===== config.mk =====
export PLATFORM = sky130hd
export DESIGN_NAME = pop_sample_accumulator
export DESIGN_NICKNAME = d
export VERILOG_FILES = /design/src/rtl/pop_pkg.sv /design/src/rtl/pop_edge_detect.sv /design/src/rtl/pop_sample_accumulator.sv
export SDC_FILE = /design/constraint.sdc
export NUM_CORES = 1
export LEC_CHECK = 0
export ABC_AREA = 1
export ABC_CLOCK_PERIOD_IN_PS = 2510
export BUFFER_PORTS_ARGS = -buffer_cell sky130_fd_sc_hd__buf_2
export CELL_PAD_IN_SITES_DETAIL_PLACEMENT = 0
export CELL_PAD_IN_SITES_GLOBAL_PLACEMENT = 1
export CORE_UTILIZATION = 40
export CTS_BUF_LIST = sky130_fd_sc_hd__clkbuf_16
export DETAILED_ROUTE_END_ITERATION = 12
export MAX_ROUTING_LAYER = met4
export PLACE_DENSITY_LB_ADDON = 0.1
export SETUP_SLACK_MARGIN = 0.5
export SYNTH_ARGS = -nofsm -noshare
export SYNTH_HDL_FRONTEND = slang
export SYNTH_SLANG_ARGS = --single-unit

===== constraint.sdc =====
create_clock -name clock_2_5M -period 2.51 [get_ports clock_2_5M]
set_input_delay 0.502 -clock clock_2_5M [delete_from_list [all_inputs] [get_ports clock_2_5M]]
set_output_delay 0.502 -clock clock_2_5M [all_outputs]
set_load 0.02 [all_outputs]

===== src/rtl/pop_pkg.sv =====
// rtl/pop_pkg.sv - shared state encoding and default widths for the POP sample accumulator
package pop_pkg;

  typedef enum logic [1:0] {
    ST_IDLE   = 2'd0,
    ST_START  = 2'd1,
    ST_WAIT   = 2'd2,
    ST_FINISH = 2'd3
  } pop_acc_state_t;

  localparam int DATA_WIDTH  = 12;
  localparam int SUM_WIDTH   = 24;
  localparam int COUNT_WIDTH = 12;
  localparam int TIMEOUT     = 8;

endpackage


===== src/rtl/pop_edge_detect.sv =====
// rtl/pop_edge_detect.sv - rising-edge pulse on sig_in, suppressed until sig_in has been seen low after reset
module pop_edge_detect (
  input  logic clk,
  input  logic reset,
  input  logic sig_in,
  output logic rise_pulse
);

  logic sig_d_q, sig_d_d;
  logic armed_q, armed_d;

  // A level already high when reset releases is not an edge; arm only once it has been low.
  always_comb begin
    sig_d_d = sig_in;
    armed_d = armed_q | ~sig_in;
  end

  always_ff @(posedge clk) begin
    if (reset) begin
      sig_d_q <= 1'b0;
      armed_q <= 1'b0;
    end else begin
      sig_d_q <= sig_d_d;
      armed_q <= armed_d;
    end
  end

  assign rise_pulse = sig_in & ~sig_d_q & armed_q;

endmodule


===== src/rtl/pop_sample_accumulator.sv =====
// rtl/pop_sample_accumulator.sv - sums ADC conversions over a sample window with timeout and saturation
module pop_sample_accumulator #(
  parameter int DATA_WIDTH  = pop_pkg::DATA_WIDTH,
  parameter int SUM_WIDTH   = pop_pkg::SUM_WIDTH,
  parameter int COUNT_WIDTH = pop_pkg::COUNT_WIDTH,
  parameter int TIMEOUT     = pop_pkg::TIMEOUT
) (
  input  logic                   clock_2_5M,
  input  logic                   reset,
  input  logic                   sample,
  input  logic [DATA_WIDTH-1:0]  adc_data,
  input  logic                   adc_done,
  output logic                   adc_start,
  output logic                   busy,
  output logic [SUM_WIDTH-1:0]   result_sum,
  output logic [COUNT_WIDTH-1:0] result_count,
  output logic                   result_err,
  output logic                   result_valid
);

  import pop_pkg::*;

  localparam int TMO_W = $clog2(TIMEOUT + 1);

  pop_acc_state_t state_q, state_d;
  logic [SUM_WIDTH-1:0]   sum_q, sum_d;
  logic [COUNT_WIDTH-1:0] count_q, count_d;
  logic                   err_q, err_d;
  logic [TMO_W-1:0]       tmo_q, tmo_d;
  logic [SUM_WIDTH-1:0]   res_sum_q, res_sum_d;
  logic [COUNT_WIDTH-1:0] res_count_q, res_count_d;
  logic                   res_err_q, res_err_d;

  logic                   rise;
  logic [SUM_WIDTH:0]     sum_ext;
  logic [SUM_WIDTH-1:0]   sum_sat;
  logic [COUNT_WIDTH-1:0] count_inc;

  pop_edge_detect u_edge (
    .clk        (clock_2_5M),
    .reset      (reset),
    .sig_in     (sample),
    .rise_pulse (rise)
  );

  assign sum_ext   = {1'b0, sum_q} + {{(SUM_WIDTH + 1 - DATA_WIDTH){1'b0}}, adc_data};
  assign sum_sat   = sum_ext[SUM_WIDTH] ? {SUM_WIDTH{1'b1}} : sum_ext[SUM_WIDTH-1:0];
  assign count_inc = (&count_q) ? count_q : count_q + COUNT_WIDTH'(1);

  always_comb begin
    state_d     = state_q;
    sum_d       = sum_q;
    count_d     = count_q;
    err_d       = err_q;
    tmo_d       = tmo_q;
    res_sum_d   = res_sum_q;
    res_count_d = res_count_q;
    res_err_d   = res_err_q;

    case (state_q)
      ST_IDLE: begin
        if (rise) begin
          state_d = ST_START;
          sum_d   = '0;
          count_d = '0;
          err_d   = 1'b0;
          tmo_d   = '0;
        end
      end
      ST_START: state_d = ST_WAIT;
      ST_WAIT: begin
        if (adc_done) begin
          sum_d   = sum_sat;
          count_d = count_inc;
          tmo_d   = '0;
          state_d = sample ? ST_START : ST_FINISH;
        end else begin
          // Timeout budget is per conversion; the stalled conversion is simply dropped.
          tmo_d = tmo_q + TMO_W'(1);
          if (tmo_q == TMO_W'(TIMEOUT - 1)) begin
            err_d   = 1'b1;
            state_d = ST_FINISH;
          end
        end
      end
      ST_FINISH: state_d = ST_IDLE;
      default:   state_d = ST_IDLE;
    endcase

    // Load results on entry so they are already valid during the result_valid cycle.
    if (state_d == ST_FINISH) begin
      res_sum_d   = sum_d;
      res_count_d = count_d;
      res_err_d   = err_d;
    end
  end

  always_ff @(posedge clock_2_5M) begin
    if (reset) begin
      state_q     <= ST_IDLE;
      sum_q       <= '0;
      count_q     <= '0;
      err_q       <= 1'b0;
      tmo_q       <= '0;
      res_sum_q   <= '0;
      res_count_q <= '0;
      res_err_q   <= 1'b0;
    end else begin
      state_q     <= state_d;
      sum_q       <= sum_d;
      count_q     <= count_d;
      err_q       <= err_d;
      tmo_q       <= tmo_d;
      res_sum_q   <= res_sum_d;
      res_count_q <= res_count_d;
      res_err_q   <= res_err_d;
    end
  end

  assign adc_start    = (state_q == ST_START);
  assign busy         = (state_q != ST_IDLE);
  assign result_valid = (state_q == ST_FINISH);
  assign result_sum   = res_sum_q;
  assign result_count = res_count_q;
  assign result_err   = res_err_q;

endmodule


==> results.md <==
- Status: finished, violations left
- Failing checks: DRC
- Die area: around 13,000 µm²
- Slew margin rel.: about 64%
- Crit path top cell by count: nand3_2
- R2R depth: 14
- Crit-path max FO: 5
- Startpoint types: register
- Clock skew: ~6.7 ps
- Synth Warn #: 0
- CTS tree: yes
- Area contributors post-synth: dfxtp_1 (34%), nand2_1 (15%), nand3_1 (9.3%), inv_1 (7.6%), a21oi_1 (5.8%)
- Final period util: 81.51%
- Placed Instances: roughly 920
- Worst Tran Pin Value: around 530 ps
- CTS Buf Count: 9
- GRT overflow: 0
- Worst-path clk slew: 70 ps
- Crit path from: sum_q[0]
- DR iter-0 viols: between 300 and 400
- Final setup vio count: 0
- Setup TNS: 0 ps
- Slowest cell delay on critical path: between 400 and 500 ps
- Power Density: around 520 nW/µm²
- Mux contribution to synthesized area: 0%
- Finished Layout Cells: about 950
- Fill count: roughly 1,200
- H-tree depth: 3
- Proportion of layout cells with a drive suffix above 1: approximately 22%
- Final HPWL from detailed placement: 9.057 mm
- # DRC: 4
- Fin util: 52.67%
- Largest family of logic cells by synthesized area: simple AND/OR/NAND/NOR gates
- R2r endpoint: result_sum[20]
- FMAX: 0.4888 GHz
- Fin crit period: 2046 ps
- CP Buf/Inv Count: 3
- Post-Synth Simple-Gate Area: 33.31%
- R2r setup slk: between 400 and 500 ps
- Final hold violation count: 0
- Initial core utilization: 41.86%
- # clock sinks: 82
- Post-synthesis average cell area: between 6 and 7 µm²
- Static Leak: between 2 and 3 nW
- Core box area: 11,610 µm²
- End of the critical path: result_sum[20]
- Clock latency on the worst-skew pair: approximately 350 ps
- Post-CTS Hold Buffers: 0
- Synth area leader: dfxtp_1
- Crit path kind: reg2reg
- Routability Congestion: roughly 0.87
- Yosys top cell area share: ~34%
- Die H: between 100 and 150 µm
- Via-to-Cell Ratio: about 5.1
- Post-synthesis adder-cell area fraction: ~4%
- Routed vias: ~4,800
- Synth Area in Compound Gates: between 10% and 20%
- Min-delay worst type: in2reg
- Critical path data required time: between 2000 and 3000 ps
- Rows: 39
- Crit. End Element: register
- Family with the most delay on the worst path: simple AND/OR/NAND/NOR gates
- Maxcap violations: 0
- Yosys cell types: 36
- Post-route ant nets: 0
- Cells after Synth: 738
- Register area share after synthesis: 33.77%
- Largest net degree at the start of global routing: 43
- RSZ-0062 raised after global routing: yes
- IO Pins: 56
- Initial antenna violation count: 0
- Syn_nets: a little under 800
- CP Depth: 14
- WP data arrival: 2300 ps
- Final Slew Violations: 0
- Crit-path cells: ha_4 > fa_2 > nand3_2 > nand3_2 > nand3_2 > nand3_4 > buf_6 > nand3_4 > clkbuf_16 > nand3_1 > nand2_1 > nand3_1 > nand2_1 > inv_1
- Startpoint of the worst register-to-register path: sum_q[0]
- Cell Area, Synth: 4861 µm²
- FF+latch count, synth: 82
- Slowest CP cell: fa_2
- Wirelength per Cell: around 14 µm
- Synth-to-Final Area Change: 25.84%
- First-pass GRT wire length: between 20 and 25 mm
- Diode count: 0
- Worst vdd ir: 0.3956 mV
- Die X: between 100 and 150 µm
- Clock buffer depth: 2
- Port Buffer Count: 55
- Nets: 832
- XOR/XNOR Fraction of Synth Area: around 2.5%
- Length of the first detailed-routing pass in iterations: 8
- GRT Util Overall: ~22%
- Drt total wl: roughly 13 mm
- Clock root cell: clkbuf_16
- Vias in the first global route: 4,357
[area by class of cell]
| class | count | area (µm²) | share of cell area (%) |
|---|---|---|---|
| repair buffers | 83 | 543.0 | 8.877 |
| clock buffers | 9 | 225.2 | 3.682 |
| well taps | 143 | 178.9 | 2.925 |
| multi-input cells | 518 | 3022 | 49.40 |
| inverters | 107 | 401.6 | 6.566 |
| clock inverters | 7 | 92.59 | 1.514 |
| flip-flops and latches | 82 | 1654 | 27.04 |
[synthesized netlist by cell type]
master,n
nor2_4,1
xnor2_1,5
or2_2,1
o21ai_0,3
o21a_1,35
buf_1,3
buf_4,5
nand2_4,1
ha_1,14
nor4_2,1
nor3_2,1
nand3_2,1
nand4_1,11
nand2_1,196
inv_2,9
fa_1,1
o211ai_1,7
inv_1,98
o31ai_1,1
nor3_1,9
buf_2,7
o21ai_1,14
nor4_1,2
a31oi_1,1
nor2_2,2
nand3b_1,1
a21oi_1,56
nand3_4,1
clkbuf_1,13
nand3_1,90
nor2_1,51
o21ai_2,1
nor3_4,1
xor2_1,9
buf_6,4
dfxtp_1,82
[power by group]
part           leakage, nW  switching (mW)  internal (mW)  total, mW
clock                0.157           0.630          0.803       1.43
combinational         2.03           0.238          0.129      0.367
sequential           0.666          0.0239           1.33       1.35
total                 2.85           0.892           2.26       3.15
[flip-flops by register name (all words and copies together), names as in the netlist]
register / count
result_sum: 24
result_count: 12
err_q: 1
u_edge.armed_q: 1
tmo_q: 4
state_q: 2
u_edge.sig_d_q: 1
result_err: 1
count_q: 12
sum_q: 24
[placed cells by master (no fill, tap or decap), types with 4 or more instances in the layout]
master,n
o21ai_1,6
nor3_1,9
dfxtp_1,76
inv_1,97
xnor2_1,4
nand3_2,13
xor2_1,9
clkbuf_16,10
o211ai_1,7
buf_6,4
ha_4,11
nor2_1,50
nand4_1,11
nand2_1,186
buf_4,21
nand2_2,8
inv_8,4
nand3_1,76
a21oi_1,53
buf_2,55
dfxtp_2,4
o21ai_2,8
o21a_1,35
inv_2,10
[worst min path at each step]
stage | start | end | slack [ps] | cells past startpoint
finish | sample | u_edge.armed_q | 390 | 2
global route | sample | u_edge.armed_q | 400 | 2
CTS | sample | u_edge.armed_q | 390 | 2
detailed placement | err_q | err_q | 460 | 2
global placement | err_q | err_q | 460 | 2
floorplan | err_q | err_q | 450 | 2
[routing by layer]
| layer | vias to the layer above | wire length, µm | global-route usage [%] |
|---|---|---|---|
| met5 | - | 0 | - |
| li1 | 2519 | - | - |
| met2 | 92 | 6106 | 34.82 |
| met1 | 2161 | 6376 | 28.65 |
| met3 | 24 | 462 | 3.456 |
| met4 | 0 | 280 | 9.067 |
[what timing repair did]
item                       4_1_cts  5_1_grt
resized for setup                6       60
cloned                           0        2
setup endpoints to repair       36       58
buffers inserted                 0       13
pin swaps                        1       23
[cell families after synthesis]
logic type | Yosys count
and+or+nand+nor | 370
buffers and inverters | 139
AOI/OAI and AO/OA | 118
DFF | 82
adders and majority gates | 15
xor gates and xnor gates | 14
[through the flow]
stage	hold slack [ps]	total power [mW]	setup slack (ps)	instance area, µm²
after floorplan	446.7	1.612	446.3	4937
after detailed placement	462.6	1.708	118.0	5330
after global routing	403.5	3.277	339.7	6117
after CTS	390.0	3.148	499.0	5677
after global placement	457.4	1.705	156.4	5330
final	393.7	3.152	464.2	6117
No activity file was read; power rests on OpenSTA's default activity.
